===== src/rtl/apb_arb_pkg.sv =====
// Shared types and default widths for the APB master arbiter.
package apb_arb_pkg;

   typedef enum logic [1:0] {IDLE, SETUP, ACCESS} state_t;

   localparam int unsigned APB_PROT_W      = 3;
   localparam int unsigned DEF_NUM_REQ     = 4;
   localparam int unsigned DEF_ADDR_W      = 32;
   localparam int unsigned DEF_DATA_W      = 32;
   localparam int unsigned DEF_TIMEOUT_CYC = 256;

endpackage


===== src/rtl/apb_rr_arbiter.sv =====
// Round-robin pick over NUM_REQ requesters; search starts at i_ptr, returns one-hot
// grant, winner index and the pointer value to use after this grant.
module apb_rr_arbiter #(
   parameter int unsigned NUM_REQ = 4
) (
   input  logic [NUM_REQ-1:0]         i_req,
   input  logic [$clog2(NUM_REQ)-1:0] i_ptr,
   input  logic                       i_en,
   output logic                       o_valid,
   output logic [NUM_REQ-1:0]         o_gnt,
   output logic [$clog2(NUM_REQ)-1:0] o_idx,
   output logic [$clog2(NUM_REQ)-1:0] o_ptr_nxt
);

   localparam int unsigned IDX_W = $clog2(NUM_REQ);

   function automatic logic [IDX_W-1:0] wrap_idx(input int unsigned v);
      return IDX_W'(v % NUM_REQ);
   endfunction

   always_comb begin
      o_valid = 1'b0;
      o_gnt   = '0;
      o_idx   = '0;
      for (int unsigned k = 0; k < NUM_REQ; k++) begin
         if (i_en && !o_valid && i_req[wrap_idx(32'(i_ptr) + k)]) begin
            o_valid = 1'b1;
            o_idx   = wrap_idx(32'(i_ptr) + k);
         end
      end
      if (o_valid) begin
         o_gnt[o_idx] = 1'b1;
      end
      o_ptr_nxt = wrap_idx(32'(o_idx) + 1);
   end

endmodule


===== src/rtl/apb_master_arbiter.sv =====
// Shares one APB4 master port among NUM_REQ requesters with round-robin arbitration.
// Optional ACCESS-phase timeout is enabled by defining APB_ARB_TIMEOUT_EN.
module apb_master_arbiter
   import apb_arb_pkg::*;
#(
   parameter int unsigned NUM_REQ     = DEF_NUM_REQ,
   parameter int unsigned ADDR_W      = DEF_ADDR_W,
   parameter int unsigned DATA_W      = DEF_DATA_W,
   parameter int unsigned TIMEOUT_CYC = DEF_TIMEOUT_CYC
) (
   input  logic                             pclk,
   input  logic                             preset_n,
   input  logic [NUM_REQ-1:0]               req_valid,
   output logic [NUM_REQ-1:0]               req_ready,
   input  logic [NUM_REQ-1:0]               req_write,
   input  logic [NUM_REQ*ADDR_W-1:0]        req_addr,
   input  logic [NUM_REQ*DATA_W-1:0]        req_wdata,
   input  logic [NUM_REQ*DATA_W/8-1:0]      req_strb,
   input  logic [NUM_REQ*APB_PROT_W-1:0]    req_prot,
   output logic [NUM_REQ-1:0]               rsp_valid,
   output logic [DATA_W-1:0]                rsp_rdata,
   output logic                             rsp_err,
   output logic                             psel,
   output logic                             penable,
   output logic                             pwrite,
   output logic [ADDR_W-1:0]                paddr,
   output logic [DATA_W-1:0]                pwdata,
   output logic [DATA_W/8-1:0]              pstrb,
   output logic [APB_PROT_W-1:0]            pprot,
   input  logic [DATA_W-1:0]                prdata,
   input  logic                             pready,
   input  logic                             pslverr
);

   localparam int unsigned STRB_W = DATA_W / 8;
   localparam int unsigned IDX_W  = $clog2(NUM_REQ);

   if (NUM_REQ < 2 || NUM_REQ > 8 || TIMEOUT_CYC < 1) begin : g_param_err
      $error("apb_master_arbiter: unsupported parameter values");
   end

   state_t                r_state;
   state_t                w_state_nxt;
   logic [IDX_W-1:0]      r_ptr;
   logic [NUM_REQ-1:0]    r_gnt;
   logic                  r_write;
   logic [ADDR_W-1:0]     r_addr;
   logic [DATA_W-1:0]     r_wdata;
   logic [STRB_W-1:0]     r_strb;
   logic [APB_PROT_W-1:0] r_prot;

   logic                  w_arb_en;
   logic                  w_arb_valid;
   logic [NUM_REQ-1:0]    w_arb_gnt;
   logic [IDX_W-1:0]      w_arb_idx;
   logic [IDX_W-1:0]      w_ptr_nxt;
   logic                  w_done;
   logic                  w_timeout;

   // Arbitration only happens while idle or on the cycle the current transfer completes.
   assign w_arb_en = (r_state == IDLE) || ((r_state == ACCESS) && pready);
   assign w_done   = (r_state == ACCESS) && pready;

   apb_rr_arbiter #(
      .NUM_REQ (NUM_REQ)
   ) u_rr (
      .i_req     (req_valid),
      .i_ptr     (r_ptr),
      .i_en      (w_arb_en),
      .o_valid   (w_arb_valid),
      .o_gnt     (w_arb_gnt),
      .o_idx     (w_arb_idx),
      .o_ptr_nxt (w_ptr_nxt)
   );

`ifdef APB_ARB_TIMEOUT_EN
   localparam int unsigned CNT_W = $clog2(TIMEOUT_CYC + 1);
   logic [CNT_W-1:0] r_cnt;

   always_ff @(posedge pclk or negedge preset_n) begin
      if (!preset_n) begin
         r_cnt <= '0;
      end else if (r_state != ACCESS) begin
         r_cnt <= '0;
      end else if (!pready) begin
         r_cnt <= r_cnt + CNT_W'(1);
      end
   end

   assign w_timeout = (r_state == ACCESS) && !pready && (r_cnt == CNT_W'(TIMEOUT_CYC - 1));
`else
   assign w_timeout = 1'b0;
`endif

   always_comb begin
      w_state_nxt = r_state;
      unique case (r_state)
         IDLE: begin
            if (w_arb_valid) begin
               w_state_nxt = SETUP;
            end
         end
         SETUP: begin
            w_state_nxt = ACCESS;
         end
         ACCESS: begin
            if (pready) begin
               w_state_nxt = w_arb_valid ? SETUP : IDLE;
            end else if (w_timeout) begin
               w_state_nxt = IDLE;
            end
         end
         default: begin
            w_state_nxt = IDLE;
         end
      endcase
   end

   always_ff @(posedge pclk or negedge preset_n) begin
      if (!preset_n) begin
         r_state <= IDLE;
      end else begin
         r_state <= w_state_nxt;
      end
   end

   always_ff @(posedge pclk or negedge preset_n) begin
      if (!preset_n) begin
         r_ptr   <= '0;
         r_gnt   <= '0;
         r_write <= 1'b0;
         r_addr  <= '0;
         r_wdata <= '0;
         r_strb  <= '0;
         r_prot  <= '0;
      end else if (w_arb_valid) begin
         r_ptr   <= w_ptr_nxt;
         r_gnt   <= w_arb_gnt;
         r_write <= req_write[w_arb_idx];
         r_addr  <= req_addr[32'(w_arb_idx) * ADDR_W +: ADDR_W];
         r_wdata <= req_wdata[32'(w_arb_idx) * DATA_W +: DATA_W];
         // Reads present an all-zero strobe on the bus.
         r_strb  <= req_write[w_arb_idx] ? req_strb[32'(w_arb_idx) * STRB_W +: STRB_W] : '0;
         r_prot  <= req_prot[32'(w_arb_idx) * APB_PROT_W +: APB_PROT_W];
      end
   end

   assign psel      = (r_state != IDLE);
   assign penable   = (r_state == ACCESS);
   assign pwrite    = r_write;
   assign paddr     = r_addr;
   assign pwdata    = r_wdata;
   assign pstrb     = r_strb;
   assign pprot     = r_prot;
   assign req_ready = (r_state == SETUP) ? r_gnt : '0;
   assign rsp_valid = (w_done || w_timeout) ? r_gnt : '0;
   assign rsp_rdata = (w_done && !r_write) ? prdata : '0;
   assign rsp_err   = w_done ? pslverr : w_timeout;

endmodule


===== config.mk =====
export PLATFORM = sky130hd
export DESIGN_NAME = apb_master_arbiter
export DESIGN_NICKNAME = d
export VERILOG_FILES = /design/src/rtl/apb_arb_pkg.sv /design/src/rtl/apb_rr_arbiter.sv /design/src/rtl/apb_master_arbiter.sv
export SDC_FILE = /design/constraint.sdc
export NUM_CORES = 1
export LEC_CHECK = 0
export ABC_AREA = 1
export BUFFER_PORTS_ARGS = -buffer_cell sky130_fd_sc_hd__buf_2
export CORE_AREA = 2 2 173 175
export CTS_CLUSTER_DIAMETER = 60
export DETAILED_ROUTE_END_ITERATION = 8
export DIE_AREA = 0 0 175 177
export PLACE_DENSITY = 0.47
export SYNTH_ARGS = -nofsm -noshare
export SYNTH_HDL_FRONTEND = slang
export SYNTH_SLANG_ARGS = --single-unit

===== constraint.sdc =====
create_clock -name pclk -period 4.3 [get_ports pclk]
set_clock_uncertainty 0.2 [all_clocks]
set_input_delay 0.645 -clock pclk [delete_from_list [all_inputs] [get_ports pclk]]
set_output_delay 0.645 -clock pclk [all_outputs]
set_load 0.01 [all_outputs]

==> impl_results.md, run 1 <==
* Die W at 175 um
* Reg2reg end: paddr[1]
* Fill count at 3457
* Clock tree from TritonCTS: yes
* RSZ-0062 raised after global routing: no
* Synth top area share at 0.518
* Cells after Synth at 1170
* Initial core utilization at 0.217
* WL/cell at 14.0 um
* GP Congestion at 0.857
* H-tree depth at 3
* Slew Limit Headroom at 0.440
* Final Cycle Share at 0.756
* Ranking of synthesized cells by area: nand2_1 (52%), dfrtp_1 (31%), inv_1 (2.8%)
* Hold_buf cts at 0
* Netlist Area Pre-Place at 6360 um2
* CTS max path bufs at 2
* Final wirelength at 27.5 mm
* Via Count at 8187
* Layout cell share with drive strength beyond 1 at 0.312
* CTS Sinks at 80
* Total CTS buffers at 9
* Worst slew pin tran at 840 ps
* Clock insertion delay at the later pin of the skew report at 340 ps
* Pre-Repair DR Iteration Count at 4
* # rows at 63
* Boundary Pins at 443
* Syn avg cell area at 5.44 um2
* LEAKAGE at 6.05 nW
* CP endpoint kind: register
* PostCTS Resize Cnt at 0
* Detail Route Antenna Nets at 0
* Fmax at 307 MHz
* Worst-case vdd ir drop at 752 uV
* Reg2reg start: r_ptr[0]
* Post-synth net total at 1498
* Area added between synthesis and finish at 42.9%
* Core area at 29200 um2
* Crit path launch type: register
* Clock Pin Slew Worst Setup and Hold Paths at 70 ps
* CTS root buf: clkbuf_16
* Post-placement cell count at 1947
* Largest net degree at the start of global routing at 73
* Outcome: complete, no violations
* Via density per instance at 4.17
* FF-to-FF path depth at 19
* WS Path Type: reg -> reg
* Pwr Density at 919 nW/um2
* Total track usage at 0.171
* Die ar. at 31000 um2
* First-iteration detailed-routing DRC count at 299
* Hold crit path type: in -> async
* GRT Residual Overflow at 0
* I/O Buffers at 442
* Number of global-route vias before repair at 7787
* Area leader, netlist: nand2_1
* Flop and latch count out of synthesis at 80
* Maxcap violations at 0
* Worst R2R Setup Slack at 1050 ps
* Die Height at 177 um
* First-pass GRT wire length at 41.6 mm
* DP Wirelength at 21.2 mm
* Dpl ws at 914 ps
* Yosys warnings at 0
* Initial antenna violation count at 3
* CP arrival at 3330 ps
* # setup viols final at 0
* Final hold vios at 0
* Layout Nets at 1896
* Required @ worst endpoint at 4380 ps
* Final Max Slew Viols at 0
* Drt drc at 0
* Fin cells at 1964
* Final total power at 8.35 mW
* Min cycle time layout at 3250 ps
* TNS Setup at 0 ps
* Netlist cell types at 24
* Sequential cell area fraction in the yosys report at 0.315
* Setup bufs post-CTS at 0
* CP max FO at 72
* Post-route worst setup slack at 1050 ps
[worst max path at each step]
| stage | from | end | slack [ps] | depth (start not counted) |
|---|---|---|---|---|
| global placement | req_valid[2] | paddr[1] | 890 | 19 |
| CTS | r_ptr[0] | paddr[1] | 1000 | 19 |
| floorplan | req_valid[2] | paddr[31] | 2030 | 18 |
| detailed placement | req_valid[2] | paddr[1] | 910 | 19 |
| finish | r_ptr[0] | paddr[1] | 1050 | 19 |
| global route | r_ptr[0] | paddr[4] | 700 | 19 |
[critical path, stage by stage (launching register included)]
cell	delay, ps
dfrtp_1	560
inv_4	110
nand2_1	100
nand3_1	80
nand2_2	140
inv_2	50
nand2_1	70
nand2_1	50
inv_1	60
nand2_1	60
nand2_2	220
nand2_4	100
inv_4	470
buf_12	350
nand2_1	100
nand2_1	130
nand2_1	60
nand2_1	80
nand2_1	50
nand2_1	70
[registers in the layout, indices dropped and copies added, names as in the netlist]
signal   count
pwrite       1
paddr       32
r_gnt        4
pprot        3
pwdata      32
pstrb        4
r_ptr        2
r_state      2
[logic make-up (layout without fill, tap and decap cells)]
logic type             Yosys count  count (layout)  share of synthesized area
flip-flops                      80              80                      0.315
other                            0               2                          0
AND/OR/NAND/NOR                955             955                      0.577
AO/OA/AOI/OAI                   13              13                     0.0116
buffers and inverters          122             524                     0.0962
[cell usage after synthesis, drive strengths merged]
cell      n
inv      54
o211ai    2
o22ai     1
o21ai     7
dfrtp    80
a21oi     2
clkbuf   17
nand4     3
a211oi    1
nor2     44
nand2   886
or2       1
nand3    21
buf      51
[layout make-up]
| class | instances | area, um2 | share of cell area |
|---|---|---|---|
| multi-input combinational | 968 | 3760 | 0.414 |
| clock buffer | 10 | 239 | 0.0263 |
| inverter | 54 | 209 | 0.0230 |
| tap | 390 | 488 | 0.0537 |
| antenna | 2 | 5.00 | 0.000551 |
| sequential | 80 | 2000 | 0.220 |
| timing repair buffer | 455 | 2320 | 0.256 |
| clock inverter | 5 | 57.6 | 0.00633 |
[through the flow]
stage	utilization	hold WS [ps]	cell area [um2]
finish	0.311	101	9090
floorplan	-	149	6360
detailed placement	0.300	259	8790
global route	0.311	147	9080
global placement	0.300	258	8790
CTS	0.311	136	9080
[power by group]
part / switching [mW] / total (mW) / internal (mW)
Combinational: 4.26 / 6.17 / 1.91
Sequential: 0.199 / 1.38 / 1.18
Clock: 0.342 / 0.805 / 0.462
[per-layer routing]
metal / vias to the layer above / routed length, um / track usage
met5: - / 0 / 0
met4: 0 / 435 / 0.0472
met3: 20 / 1750 / 0.0374
met2: 277 / 13900 / 0.319
met1: 3638 / 11400 / 0.197
li1: 4252 / - / -
[cells in the final DEF, fill, tap and decap left out, types with 2 or more instances in the layout]
cell type,n
inv_1,48
dfrtp_1,80
buf_2,441
nand3_1,21
inv_2,3
nor2_4,2
diode_2,2
o211ai_1,2
nand4_1,2
clkbuf_16,9
buf_4,13
nand2_2,7
clkinv_2,2
nor2_1,41
clkinvlp_4,3
inv_4,2
nand2_1,877
o21ai_0,7
nand2_4,2
Power figures use the tool's default switching activity.
==> run 2: changes to the inputs <==
CORE_AREA = 2 2 172 174   (was 2 2 173 175)
DIE_AREA = 0 0 174 176   (was 0 0 175 177)
PLACE_DENSITY = 0.49   (was 0.47)
clock period = 2.63 ns   (was 4.3 ns; I/O delays follow)
==> run 2 against run 1 <==
Effect of this change: hold slack got worse by 24 ps; non-clock buffer count rose by 18; count of clock-buffer cells in the layout rose by 1; global-route usage rose by 0.34 points; combinational power rose by 88%; via count rose by 1.4%; final area rose by 4.3%; wire length rose by 4.8%; critical path depth fell by 3; largest cell class unchanged.
==> impl_results.md, run 2 (same netlist as run 1, synthesis figures left out) <==
* H-tree depth at 3
* Final wirelength at 28.8 mm
* Crit path launch type: register
* Total track usage at 0.175
* Post-placement cell count at 1949
* Worst slew pin tran at 517 ps
* Clock Pin Slew Worst Setup and Hold Paths at 70 ps
* Via Count at 8299
* Clock tree from TritonCTS: yes
* CP endpoint kind: register
* WL/cell at 14.6 um
* Post-route cell area at 9480 um2
* Pwr Density at 1600 nW/um2
* Initial core utilization at 0.223
* Required @ worst endpoint at 2710 ps
* Part of the power in registers at 0.147
* CP cell instances: buf_4, nand2_1, nand2_4, nand2_2, nand2_2, nand4_2, nor2_4, buf_4, nand2_1, o211ai_1, buf_6, clkbuf_16, nand2_1, nand2_1, nand3_1, nand2_1
* Pre-Repair DR Iteration Count at 4
* Die W at 174 um
* First-pass GRT wire length at 42.1 mm
* Fill count at 3374
* CTS Sinks at 80
* Final Max Slew Viols at 0
* RSZ-0062 raised after global routing: yes
* CP max FO at 14
* GP Congestion at 0.831
* DP Wirelength at 21.0 mm
* Switching share of power at 0.555
* Top cell by count, worst path: nand2_1
* # setup viols final at 0
* Internal Pwr Total at 6.75 mW
* Maxcap violations at 0
* CP arrival at 2480 ps
* GRT Residual Overflow at 0
* Die Height at 176 um
* Combinational share of power at 0.768
* Layout Utilization at 0.332
* Number of global-route vias before repair at 7852
* CTS root buf: clkbuf_16
* Layout Nets at 1914
* Die ar. at 30600 um2
* LEAKAGE at 6.23 nW
* TNS Setup at 0 ps
* Drt drc at 0
* Commonest non-fill, non-tap cells in the layout: nand2_1 (876), buf_2 (441), dfrtp_1 (78), inv_1 (48), nor2_1 (41)
* Outcome: complete, no violations
* Crit-path slowest cell: dfrtp_2
* Via density per instance at 4.20
* Worst-case vdd ir drop at 1270 uV
* Fmax at 417 MHz
* Fin cells at 1976
* Clock share of power at 0.084
* Final hold vios at 0
* Slew Limit Headroom at 0.656
* Clock insertion delay at the later pin of the skew report at 340 ps
* Area added between synthesis and finish at 49.0%
* Total CTS buffers at 9
* Final Cycle Share at 0.912
* Detail Route Antenna Nets at 0
* Psw at 8.40 mW
* First-iteration detailed-routing DRC count at 281
* Boundary Pins at 443
* Core area at 28500 um2
* Min cycle time layout at 2400 ps
* CTS max path bufs at 2
* Initial antenna violation count at 3
* Layout cell share with drive strength beyond 1 at 0.321
* Dpl ws at 59.0 ps
* Hold crit path type: in -> reg
* Commonest non-fill, non-tap cell in the layout: nand2_1
* CP max stage delay at 440 ps
* Largest net degree at the start of global routing at 73
* Post-route worst setup slack at 232 ps
* # rows at 62
* Crit path buf inv count at 4
* Kind of cell adding the most delay to the critical path: simple AND/OR/NAND/NOR gates
* WS Path Type: reg -> reg
* Placed Area at 8950 um2
* I/O Buffers at 442
-- run 2: changes by cell type in the layout (fill, tap and decap cells not counted), sizes merged --
cell / change
buf: +11
clkbuf: +7
diode: -1
dlygate4sd3: +1
-- run 2: path summary, 6_finish.rpt --
kind | start | slack [ps] | endpoint | depth (start not counted)
max in group asynchronous | preset_n | 1200 | r_gnt[0] | 3
setup reg to reg | r_ptr[0] | 230 | pstrb[1] | 16
hold / removal | pready | 80 | r_state[1] | 2
hold reg to reg | paddr[20] | 270 | paddr[20] | 2
setup / recovery | r_ptr[0] | 230 | pstrb[1] | 16
min in group asynchronous | preset_n | 370 | pwdata[31] | 2
-- run 2: timing repair --
item | in CTS | in global routing
setup endpoints to repair | 0 | 74
endpoints found under the hold margin | 35 | 0
setup buffers | 0 | 3
resized for setup | 0 | 14
hold buffers | 1 | 0
-- run 2: layer usage --
layer | vias to the layer above | global-route usage | routed length [um]
met1 | 3687 | 0.206 | 11800
met5 | - | 0 | 0
li1 | 4282 | - | -
met4 | 0 | 0.0361 | 370
met2 | 307 | 0.323 | 14600
met3 | 23 | 0.0409 | 1980
-- run 2: power groups by stage --
stage / combinational [mW] / sequential [mW] / clock (mW)
after global placement: 11.0 / 2.24 / 0
after floorplan: 7.48 / 2.46 / 0
after global routing: 13.3 / 2.30 / 1.39
after CTS: 11.0 / 2.24 / 1.34
final: 11.6 / 2.23 / 1.28
after detailed placement: 11.0 / 2.25 / 0
-- run 2: final cells by class --
| type | count | area (um2) | area share |
|---|---|---|---|
| flip-flops and latches | 80 | 2000 | 0.212 |
| clock buffers | 11 | 233 | 0.0246 |
| multi-input cells | 968 | 3770 | 0.398 |
| inverters | 54 | 211 | 0.0223 |
| diodes | 1 | 2.50 | 0.000264 |
| repair buffers | 473 | 2720 | 0.287 |
| clock inverters | 5 | 57.6 | 0.00607 |
| well taps | 384 | 480 | 0.0507 |
-- run 2: per-stage QoR --
step	hold WS, ps	power [mW]
after CTS	62.2	14.6
after global routing	81.0	17.0
after floorplan	-101	9.93
final	76.8	15.2
after detailed placement	208	13.3
after global placement	207	13.2
==> run 3: changes to the inputs <==
==> constraint.sdc (replaced) <==
create_clock -name pclk -period 2.63 [get_ports pclk]
set_clock_uncertainty 0.2 [all_clocks]
set_input_delay 0.263 -clock pclk [delete_from_list [all_inputs] [get_ports pclk]]
set_output_delay 0.263 -clock pclk [all_outputs]
set_load 0.01 [all_outputs]
==> run 3 against run 2 <==
Effect of this change: hold slack better by 5.2 ps; fmax is 1.9% lower; sequential cell count stayed put; critical path type is now in -> reg; largest cell class unchanged.
==> impl_results.md, run 3 (same netlist as run 1, synthesis figures left out) <==
* Outcome: complete, no violations
* CTS root buf: clkbuf_16
* Fmax at 409 MHz
* CP arrival at 2530 ps
* CTS max path bufs at 2
* Layout Utilization at 0.328
* Largest net degree at the start of global routing at 73
* Via density per instance at 4.17
* Via Count at 8235
* LEAKAGE at 6.16 nW
* CP cell instances: dlygate4sd3_1, buf_2, nand2_2, nand2_4, nand2_1, nand2_1, inv_1, nand2_1, nand2_2, nand2_8, inv_4, buf_16, nand2_1, nand2_1, nand2_1, nand2_1, nand2_1, nand2_1
* Internal Pwr Total at 6.37 mW
* Switching share of power at 0.560
* Final Max Slew Viols at 0
* Drt drc at 0
* Clock insertion delay at the later pin of the skew report at 340 ps
* RSZ-0062 raised after global routing: yes
* First-iteration detailed-routing DRC count at 303
* Maxcap violations at 0
* Pwr Density at 1550 nW/um2
* Crit path launch type: primary input
* Fill count at 3319
* H-tree depth at 3
* CP max FO at 59
* Kind of cell adding the most delay to the critical path: simple AND/OR/NAND/NOR gates
* Initial core utilization at 0.223
* Total track usage at 0.175
* Area added between synthesis and finish at 47.1%
* Slew Limit Headroom at 0.586
* GP Congestion at 0.863
* Worst slew pin tran at 620 ps
* Clock Pin Slew Worst Setup and Hold Paths at 60 ps
* WS Path Type: in -> reg
* Reg2reg start: r_ptr[1]
* Pre-Repair DR Iteration Count at 4
* # setup viols final at 0
* Commonest non-fill, non-tap cells in the layout: nand2_1 (875), buf_2 (441), dfrtp_1 (78), inv_1 (48), nor2_1 (41)
* Clock tree from TritonCTS: yes
* Psw at 8.09 mW
* Final hold vios at 0
* First-pass GRT wire length at 42.0 mm
* Die ar. at 30600 um2
* Core area at 28500 um2
* Startpoint of the worst hold path: req_wdata[95]
* Detail Route Antenna Nets at 0
* Die Height at 176 um
* Post-route worst setup slack at 184 ps
* Hold endpoint: pwdata[31]
* Number of global-route vias before repair at 7911
* Die W at 174 um
* WHS Path Cells at 7
* Combinational share of power at 0.755
* Final wirelength at 27.5 mm
* Final Cycle Share at 0.930
* WL/cell at 13.9 um
* Clock share of power at 0.091
* Reg2reg end: paddr[29]
* Hold crit path type: in -> reg
* FF-to-FF path depth at 18
* CTS Sinks at 80
* Commonest non-fill, non-tap cell in the layout: nand2_1
* Min cycle time layout at 2450 ps
* I/O Buffers at 442
* Layout Nets at 1910
* Worst R2R Setup Slack at 190 ps
* # rows at 62
* Worst-case vdd ir drop at 1360 uV
* Required @ worst endpoint at 2720 ps
* Top cell by count, worst path: nand2_1
* Total CTS buffers at 9
* Crit-path slowest cell: dlygate4sd3_1
* Layout cell share with drive strength beyond 1 at 0.319
* Dpl ws at 108 ps
* Crit path buf inv count at 5
* GRT Residual Overflow at 0
* CP endpoint kind: register
* DP Wirelength at 21.1 mm
* CP max stage delay at 540 ps
* Part of the power in registers at 0.154
* Initial antenna violation count at 7
* Boundary Pins at 443
run 3: worst max path at each step:
| stage | slack [ps] | to | from | depth (start not counted) |
|---|---|---|---|---|
| after floorplan | 440 | paddr[31] | r_state[0] | 16 |
| after global placement | 130 | pstrb[2] | r_ptr[0] | 16 |
| after detailed placement | 110 | paddr[29] | r_ptr[0] | 19 |
| after CTS | 90 | pstrb[1] | r_ptr[0] | 16 |
| after global routing | -30 | paddr[29] | r_ptr[0] | 19 |
| final | 180 | paddr[29] | pready | 18 |
run 3: layer usage:
layer  GRT usage  vias to the layer above  routed length (um)
met5           0                        -                  13
met4      0.0529                        2                 449
met3      0.0396                       28                1910
li1            -                     4283                   -
met2       0.327                      295               14200
met1       0.197                     3627               11000
run 3: area by class of cell:
| cell class | instances | area [um2] | share of cell area |
|---|---|---|---|
| diodes | 5 | 12.5 | 0.00134 |
| well taps | 384 | 480 | 0.0514 |
| flip-flops and latches | 80 | 2000 | 0.214 |
| clock inverters | 4 | 53.8 | 0.00575 |
| repair buffers | 469 | 2570 | 0.274 |
| clock buffers | 12 | 246 | 0.0264 |
| inverters | 54 | 209 | 0.0223 |
| multi-input cells | 968 | 3780 | 0.404 |
run 3: power groups by stage:
| stage | clock, mW | sequential, mW | combinational (mW) |
|---|---|---|---|
| after CTS | 1.37 | 2.23 | 11.0 |
| after global routing | 1.41 | 2.31 | 12.6 |
| after floorplan | 0 | 2.46 | 7.48 |
| after detailed placement | 0 | 2.24 | 11.0 |
| final | 1.31 | 2.23 | 10.9 |
| after global placement | 0 | 2.23 | 10.9 |
run 3: stage by stage:
step | hold slack [ps] | instances | power, mW | TNS (ps) | area, um2
after floorplan | -233 | 1170 | 9.93 | 0 | 6360
after global placement | 105 | 1951 | 13.1 | 0 | 8940
after detailed placement | 113 | 1951 | 13.2 | 0 | 8940
after CTS | 71.2 | 1969 | 14.6 | 0 | 9260
after global routing | 110 | 1974 | 16.3 | -59.5 | 9350
final | 82.0 | 1976 | 14.5 | 0 | 9350
run 3: worst register-to-register path, stage by stage, from the launching register on:
cell,delay (ps)
dfrtp_2,460
inv_2,130
nand3_1,100
nand2_2,130
inv_2,50
nand2_1,70
nand2_1,60
inv_1,50
nand2_1,60
nand2_2,120
nand2_8,100
inv_4,120
buf_16,220
nand2_1,190
nand2_1,100
nand2_1,60
nand2_1,70
nand2_1,50
nand2_1,60
run 3: timing repair:
action / 4_1_cts / 5_1_grt
buffers inserted: 0 / 1
setup endpoints to repair: 0 / 72
gates resized for setup: 0 / 11
hold buffers: 2 / 0
endpoints found under the hold margin: 41 / 0
